**src/rtl/enemy_bullet_pkg.sv**
```systemverilog
// Shared types and constants for the enemy bullet pool sequencer.
// Spawn offsets are relative to the enemy plane's top-left corner.
package enemy_bullet_pkg;

  typedef enum logic [1:0] {
    IDLE  = 2'd0,
    MOVE  = 2'd1,
    SPAWN = 2'd2
  } state_e;

  typedef struct packed {
    logic       active;
    logic [9:0] x;
    logic [9:0] y;
  } slot_t;

  localparam int          SPAWN_DX         = 23;
  localparam int          SPAWN_DY         = 40;
  localparam logic [11:0] BULLET_RGB       = 12'h0F0;
  localparam int          SCREEN_H_DEFAULT = 480;

endpackage

```
**src/rtl/enemy_bullet_scheduler_match.sv**
```systemverilog
// Purpose: combinational test of whether the scan pixel lies inside one bullet rectangle.
// Latency: 0 cycles. Backpressure: none, pure function of its inputs.
// 11-bit compares so a bullet near x/y=1023 cannot wrap its far edge back to 0.
module bullet_pixel_match #(
  parameter int BULLET_W = 4,
  parameter int BULLET_H = 16
) (
  input  logic       active_i,
  input  logic [9:0] x_i,
  input  logic [9:0] y_i,
  input  logic [9:0] pix_x_i,
  input  logic [9:0] pix_y_i,
  output logic       match_o
);

  logic [10:0] px, py, bx, by;

  assign px = {1'b0, pix_x_i};
  assign py = {1'b0, pix_y_i};
  assign bx = {1'b0, x_i};
  assign by = {1'b0, y_i};

  assign match_o = active_i
                && (px >= bx) && (px < bx + 11'(BULLET_W))
                && (py >= by) && (py < by + 11'(BULLET_H));

endmodule

```
**src/rtl/enemy_bullet_scheduler.sv**
```systemverilog
// Purpose: owns the enemy bullet pool; one walk per tick moves every slot, then tries a spawn.
// Latency: walk takes NUM_SLOTS+1 cycles after the tick; pixel enable is 1 cycle registered.
// Backpressure: a tick during a walk is held one-deep; extra ticks while pending are dropped.
module enemy_bullet_scheduler
  import enemy_bullet_pkg::*;
#(
  parameter int NUM_SLOTS     = 4,
  parameter int FIRE_INTERVAL = 60,
  parameter int SPEED         = 2,
  parameter int SCREEN_H      = SCREEN_H_DEFAULT,
  parameter int BULLET_W      = 4,
  parameter int BULLET_H      = 16
) (
  input  logic                         clk,
  input  logic                         rst_n,
  input  logic                         tick,
  input  logic [9:0]                   ep_x,
  input  logic [9:0]                   ep_y,
  input  logic                         enemy_alive,
  input  logic                         hit_valid,
  input  logic [$clog2(NUM_SLOTS)-1:0] hit_slot,
  input  logic [9:0]                   pix_x,
  input  logic [9:0]                   pix_y,
  output logic [10*NUM_SLOTS-1:0]      eb_x_flat,
  output logic [10*NUM_SLOTS-1:0]      eb_y_flat,
  output logic [NUM_SLOTS-1:0]         eb_active,
  output logic                         fire_pulse,
  output logic                         busy,
  output logic                         enemy_bullet_en,
  output logic [11:0]                  enemy_bullet_rgb
);

  localparam int IW = $clog2(NUM_SLOTS);
  localparam int CW = $clog2(FIRE_INTERVAL + 1);

  state_e         state_q, state_d;
  logic [IW-1:0]  idx_q, idx_d;
  logic           pend_q, pend_d;
  logic [CW-1:0]  cnt_q, cnt_d;
  logic           fire_q, fire_d;
  logic           en_q;
  logic [11:0]    rgb_q;
  slot_t          slot_q [NUM_SLOTS];
  slot_t          slot_d [NUM_SLOTS];

  logic [10:0]    ny;
  logic           free_found;
  logic [IW-1:0]  free_idx;
  logic [NUM_SLOTS-1:0] match;

  always_comb begin
    state_d    = state_q;
    idx_d      = idx_q;
    pend_d     = pend_q;
    cnt_d      = cnt_q;
    fire_d     = 1'b0;
    ny         = '0;
    free_found = 1'b0;
    free_idx   = '0;
    for (int i = 0; i < NUM_SLOTS; i++) slot_d[i] = slot_q[i];

    for (int i = 0; i < NUM_SLOTS; i++) begin
      if (!free_found && !slot_q[i].active) begin
        free_found = 1'b1;
        free_idx   = IW'(i);
      end
    end

    case (state_q)
      IDLE: begin
        if (tick || pend_q) begin
          state_d = MOVE;
          idx_d   = '0;
          pend_d  = 1'b0;
        end
      end
      MOVE: begin
        if (tick) pend_d = 1'b1;
        if (slot_q[idx_q].active) begin
          ny = {1'b0, slot_q[idx_q].y} + 11'(SPEED);
          if (ny >= 11'(SCREEN_H)) slot_d[idx_q].active = 1'b0;
          else                     slot_d[idx_q].y      = ny[9:0];
        end
        if (idx_q == IW'(NUM_SLOTS - 1)) state_d = SPAWN;
        else                             idx_d   = idx_q + IW'(1);
      end
      SPAWN: begin
        if (tick) pend_d = 1'b1;
        if (cnt_q == CW'(FIRE_INTERVAL - 1)) begin
          // On failure the counter parks at terminal so the next walk retries.
          if (enemy_alive && free_found &&
              (({1'b0, ep_y} + 11'(SPAWN_DY)) < 11'(SCREEN_H))) begin
            slot_d[free_idx].active = 1'b1;
            slot_d[free_idx].x      = ep_x + 10'(SPAWN_DX);
            slot_d[free_idx].y      = ep_y + 10'(SPAWN_DY);
            cnt_d  = '0;
            fire_d = 1'b1;
          end
        end else begin
          cnt_d = cnt_q + CW'(1);
        end
        state_d = IDLE;
      end
      default: state_d = IDLE;
    endcase

    // Hits only retire live bullets, so a slot being allocated this cycle survives.
    for (int i = 0; i < NUM_SLOTS; i++) begin
      if (hit_valid && (hit_slot == IW'(i)) && slot_q[i].active) slot_d[i].active = 1'b0;
    end
  end

  for (genvar g = 0; g < NUM_SLOTS; g++) begin : g_slot
    bullet_pixel_match #(
      .BULLET_W(BULLET_W),
      .BULLET_H(BULLET_H)
    ) u_match (
      .active_i(slot_q[g].active),
      .x_i     (slot_q[g].x),
      .y_i     (slot_q[g].y),
      .pix_x_i (pix_x),
      .pix_y_i (pix_y),
      .match_o (match[g])
    );
    assign eb_x_flat[10*g +: 10] = slot_q[g].x;
    assign eb_y_flat[10*g +: 10] = slot_q[g].y;
    assign eb_active[g]          = slot_q[g].active;
  end

  always_ff @(posedge clk or negedge rst_n) begin
    if (!rst_n) begin
      state_q <= IDLE;
      idx_q   <= '0;
      pend_q  <= 1'b0;
      cnt_q   <= '0;
      fire_q  <= 1'b0;
      en_q    <= 1'b0;
      rgb_q   <= '0;
      for (int i = 0; i < NUM_SLOTS; i++) slot_q[i] <= '0;
    end else begin
      state_q <= state_d;
      idx_q   <= idx_d;
      pend_q  <= pend_d;
      cnt_q   <= cnt_d;
      fire_q  <= fire_d;
      en_q    <= |match;
      rgb_q   <= (|match) ? BULLET_RGB : 12'h000;
      for (int i = 0; i < NUM_SLOTS; i++) slot_q[i] <= slot_d[i];
    end
  end

  assign fire_pulse       = fire_q;
  assign busy             = (state_q != IDLE);
  assign enemy_bullet_en  = en_q;
  assign enemy_bullet_rgb = rgb_q;

endmodule

```
**config.mk**
```make
export PLATFORM = sky130hd
export DESIGN_NAME = enemy_bullet_scheduler
export DESIGN_NICKNAME = d
export VERILOG_FILES = /design/src/rtl/enemy_bullet_pkg.sv /design/src/rtl/enemy_bullet_scheduler_match.sv /design/src/rtl/enemy_bullet_scheduler.sv
export SDC_FILE = /design/constraint.sdc
export NUM_CORES = 1
export LEC_CHECK = 0
export ABC_CLOCK_PERIOD_IN_PS = 8200
export CAP_MARGIN = 0
export CORE_MARGIN = 3
export CORE_UTILIZATION = 40
export CTS_BUF_LIST = sky130_fd_sc_hd__clkbuf_4
export CTS_CLUSTER_SIZE = 40
export DETAILED_ROUTE_END_ITERATION = 16
export GPL_TIMING_DRIVEN = 0
export PLACE_DENSITY = 0.66
export SYNTH_ARGS = -nofsm -noshare
export SYNTH_HDL_FRONTEND = slang
export SYNTH_SLANG_ARGS = --single-unit
```
**constraint.sdc**
```tcl
create_clock -name clk -period 8.2 [get_ports clk]
set_clock_uncertainty 0.2 [all_clocks]
set_input_delay 1.23 -clock clk [delete_from_list [all_inputs] [get_ports clk]]
set_output_delay 1.23 -clock clk [all_outputs]
set_load 0.01 [all_outputs]
```
# Yosys cells after proc, flatten, opt, wreduce, memory -nomap -nowiden
# Index checks and enable logic that the tools add are counted.
[totals]
wordCells = 191
output_inout_bits = 99
regBits = 105
in_bits = 47
[op_classes]
mux = 49
n_addsub = 14
bitwise = 2
n_lt_le_gt_ge = 22
eq_ne = 27
n_reduce_logical = 58
[op_table]
columns = ["op", "n"]
rows = [
  ["$bwmux W84", 5],
  ["$mux W84", 4],
  ["$demux W21 S2", 5],
  ["$pmux W84 S2", 1],
  ["$lt A10 B11 Y1", 8],
  ["$mux W21", 4],
  ["$ge A10 B10 Y1", 8],
  ["$add A10 B3 Y11 const B", 4],
  ["$add A10 B5 Y11 const B", 4],
  ["$bmux W21 S2", 1],
  ["$ne A3 B3 Y1 const B", 12],
  ["$logic_and A1 B1 Y1", 31],
  ["$mux W10", 2],
  ["$mux W20", 1],
  ["$reduce_and A4 Y1", 5],
  ["$mux W1", 14],
  ["$mux W2", 6],
  ["$mux W6", 2],
  ["$ne A2 B2 Y1 const B", 6],
  ["$reduce_bool A3 Y1", 4],
  ["$add A10 B2 Y11 const B", 1],
  ["$add A10 B6 Y11 const B", 1],
  ["$ge A11 B9 Y1 const B", 1],
  ["$lt A11 B9 Y1 const B", 1],
  ["other kinds (22)", 41],
]

# Logic depth before layout (Yosys ltp)
[logic_depth]
depth_word = 21
depth_mapped = 13
ltp_nobuf = 12

# Modules after synthesis
# Synthesis repeated with hierarchy kept, for this count alone.
[unflattened]
cells_unflattened = 984
area_unflattened_um2 = 9230.1
[by_module_without_submodules]
columns = ["module", "instances", "cells_each", "seq_area_each_um2", "area_each_um2"]
rows = [
  ["enemy_bullet_scheduler", 1, 452, 2427.3, 5206.2],
  ["bullet_pixel_match", 4, 133, 0.0, 1006.0],
]

# Least setup slack after synthesis
# OpenSTA, ideal clock, no wires.
[synth_path]
path_kind = "input-to-reg"
from = "in ep_y[3]"
to = "reg eb_y_flat[30] (netlist name)"
t_arrival_ps = 3546
stages = 11
path_buffers = 2
setup_slack_ps = 4329
setup_time_ps = 125
t_required_ps = 7875
path_cell_list = "ha_1 -> or2_2 -> a21oi_1 -> o2111ai_1 -> a41o_1 -> o21ai_2 -> and2_1 -> clkbuf_1 -> o221a_2 -> buf_4 -> mux2_2"
[synth_between]
elab_chain_cells = 5
[synth_rtl]
columns = ["element", "line", "text"]
rows = [
  ["start: declaration", "enemy_bullet_scheduler.sv:18", "input logic [9:0] ep_y,"],
  ["$add A10 B6 Y11", "enemy_bullet_scheduler.sv:92", "(({1'b0, ep_y} + 11'(SPAWN_DY)) < 11'(SCREEN_H))) begin"],
  ["$lt A11 B9 Y1", "enemy_bullet_scheduler.sv:92", ""],
  ["$logic_and A1 B1 Y1", "enemy_bullet_scheduler.sv:91", "if (enemy_alive && free_found &&"],
  ["$ne A2 B2 Y1 (no source line)", "n/a", ""],
  ["$reduce_and A4 Y1 (no source line)", "n/a", ""],
]
# No other way between the ends.
# A chain may end at the register's enable or synchronous reset.

# Final worst setup path
[layout_path]
from = "in ep_y[3]"
to = "reg eb_y_flat[1] (netlist name)"
[layout_between]
elab_chain_cells = 5
[layout_rtl]
columns = ["element", "line"]
rows = [
  ["$add A10 B6 Y11", "enemy_bullet_scheduler.sv:92"],
  ["$lt A11 B9 Y1", "enemy_bullet_scheduler.sv:92"],
  ["$logic_and A1 B1 Y1", "enemy_bullet_scheduler.sv:91"],
  ["$ne A2 B2 Y1 (no source line)", "n/a"],
  ["$reduce_and A4 Y1 (no source line)", "n/a"],
]
# No other way between the ends.

==> results.py <==
metrics = {
    "detailed_routing": {
        "routedWlPerCell_um": 18.81,
        "antenna_left": 0,
        "initialDrtViolationCount": 548,
        "drc": 0,
        "via_count": 7995,
        "routed_wl_mm": 26.73,
        "vias_per_cell": 5.626,
        "dr.pass1.iters": 6,
    },
    "cts": {
        "clock-sinks": 97,
        "clock_path_buffers": 2,
        "cts_htree_levels": 3,
        "ctsRootBufferMaster": "clkbuf_4",
        "hold_buffers": 0,
        "post_cts_buffers": 0,
        "cts_tree": "done",
        "cts.repair.resized": 0,
        "cts_made_buffers": 9,
        "clk-insertion-delay-late_ps": 500,
        "clk_pin_slew_worst_paths_ps": 160,
    },
    "sta": {
        "setup_tns_ps": 0,
        "fin_ws_ps": 3826,
        "finalMaxSlewViolations": 0,
        "hold_violations": 0,
        "worst_pin_slew_ps": 662.0,
        "finalCriticalPeriod_ps": 4374,
        "max_freq_mhz": 228.6,
        "rsz0062_at_grt": "false",
        "period_share": 0.5334,
        "setup_viol": 0,
        "whs_ps": 311.3,
        "maxSlewHeadroom": 0.5472,
    },
    "grt": {
        "grt_use_total": 0.2184,
        "grt_max_degree": 62,
        "grt_pass1_vias": 7764,
        "grt.overflow.total": 0,
        "grt_first_pass_wirelength_mm": 42.17,
        "antenna_found_initial": 1,
    },
    "setup_path": {
        "arrival_ps": 4570,
        "critPathRequiredTime_ps": 8400,
        "critPathKind": "input port to flip-flop",
        "cp_slowest_stage_delay_ps": 510,
        "slowest_stage": "clkdlybuf4s50_1",
        "timing.rr.end": "eb_x_flat[9]",
        "end_kind": "flip-flop",
        "r2r-start": "state_q[0]",
        "crit_path_cell_trace": "clkdlybuf4s50_1, ha_1, or2_2, nand2_1, xnor2_1, a41o_1, o21ai_2, and2_1, clkbuf_1, o221a_2, buf_4, mux2_2",
        "reg2reg_slack_ps": 4700,
        "ff2ff_path_depth": 10,
        "start_kind": "input port",
        "crit_fanout": 10,
    },
    "layout": {
        "layout_commonest_cell": "ha_1",
        "syn_to_final_growth_pct": 21.35,
        "drive_gt1_frac": 0.07632,
        "final_cell_mix": "ha_1, clkdlybuf4s50_1, inv_1",
        "fin_nets": 1339,
    },
    "hold_path": {
        "hp-class": "flip-flop to flip-flop",
        "hold_path_startpoint": "cnt_q[5]",
        "whs_path_depth": 1,
        "holdPathEnd": "cnt_q[5]",
    },
    "job": {
        "maxCapViolations": 0,
    },
    "yosys": {
        "synth_edf_count": 0,
        "yosysWarnings": 0,
        "avgSynthCellArea_um2": 9.235,
        "synth_ff_type": "dfrtp_1",
        "ys_types": 65,
        "ys_seq_area_frac": 0.2682,
        "syn_area_um2": 9050,
        "synth_seq_cells": 97,
        "async_flop_share": 1.000,
        "syn_inst": 980,
    },
    "floorplanning": {
        "die_h_um": 156.4,
        "initial_core_util": 0.4109,
        "rows": 54,
        "design.core.area_um2": 22030,
        "num_io_pins": 146,
        "die_area_um2": 24470,
        "fp.dieW_um": 156.4,
    },
    "placed_design": {
        "pre_cts_slack_ps": 3346,
        "gp_congestion": 0.8990,
        "portBuffers": 137,
        "hpwlAfterDp_mm": 21.50,
    },
    "power_and_ir_drop": {
        "p_leak_nw": 5.089,
        "powerDensity_nw_per_um2": 140.0,
        "vdd_drop_max_mv": 0.09286,
    },
    "run_status": {
        "status": "finished, final reports clean",
    },
}
-- stage by stage --
step | util | area (um^2) | std cells | power, mW
after floorplan | - | 9076 | 987 | 1.004
after global placement | 0.4902 | 10800 | 1404 | 1.221
after detailed placement | 0.4914 | 10820 | 1405 | 1.238
after CTS | 0.4985 | 10980 | 1420 | 1.546
after global routing | 0.4986 | 10980 | 1421 | 1.647
final | 0.4986 | 10980 | 1421 | 1.537
-- area by class of cell --
class / count / area, um^2
clock inverter: 5 / 81.33
multi-input combinational: 743 / 5988
buffer: 41 / 262.8
sequential: 97 / 2427
inverter: 106 / 397.9
clock buffer: 10 / 75.07
timing repair buffer: 138 / 1396
antenna: 1 / 2.502
tap: 280 / 350.3
fill: 2143 / 11040
-- registers in the layout, indices dropped and copies added (netlist names) --
signal	count
idx_q	2
eb_x_flat	40
eb_y_flat	40
fire_pulse	1
cnt_q	6
enemy_bullet_rgb	1
state_q	2
eb_active	4
pend_q	1
-- critical path, delay by kind of cell --
family          cells  cell delay (ps)
compound gates      3              920
xor+xnor            1              190
fa+ha+maj           1              300
buf+inv             3              990
mux                 1              360
simple gates        3              570
-- cell usage after synthesis, drive strengths merged, types with 8 or more instances --
library cell | n | area share
nor2 | 45 | 0.019
buf | 26 | 0.023
mux4 | 11 | 0.027
o21ai | 49 | 0.028
nand3 | 51 | 0.029
and3 | 8 | 0.0061
xor2 | 8 | 0.0077
a32oi | 26 | 0.025
a31oi | 8 | 0.0055
nor3 | 19 | 0.011
xnor2 | 51 | 0.049
nand2 | 48 | 0.020
nand2b | 13 | 0.0090
inv | 106 | 0.044
o21a | 14 | 0.012
a21o | 15 | 0.012
a21oi | 61 | 0.034
ha | 156 | 0.22
a22oi | 9 | 0.0075
nor2b | 10 | 0.0069
dfrtp | 97 | 0.27
mux2i | 29 | 0.032
mux2 | 21 | 0.027
clkbuf | 15 | 0.0062
-- kinds of logic after synthesis --
group	synth area share
compound gates	0.1745
simple gates	0.1247
fa+ha+maj	0.2157
flops	0.2682
xor+xnor	0.05710
mux	0.08641
buf+inv	0.07300
other cells	0.0004144
-- power breakdown --
part / switching, mW / leakage [nW] / internal, mW
registers: 0.0577 / 1.07 / 0.523
clock network: 0.178 / 0.0825 / 0.125
logic: 0.362 / 3.94 / 0.292
total: 0.597 / 5.09 / 0.940
-- metal layers --
metal	up-vias	global-route usage	wire length, um
li1	3861	-	-
met1	3818	0.2918	11780
met2	273	0.3504	12230
met3	43	0.05006	1991
met4	0	0.07253	735
met5	-	0	0
-- how the worst max path moves through the flow --
stage | from | end | depth (start not counted)
finish | ep_y[3] | eb_y_flat[1] | 12
floorplan | ep_y[3] | eb_y_flat[30] | 11
detailed placement | ep_y[3] | eb_y_flat[0] | 12
global route | ep_y[3] | eb_y_flat[1] | 12
CTS | ep_y[3] | eb_y_flat[0] | 12
global placement | rst_n | eb_y_flat[17] | 1
(Power assumes the default switching activity.)
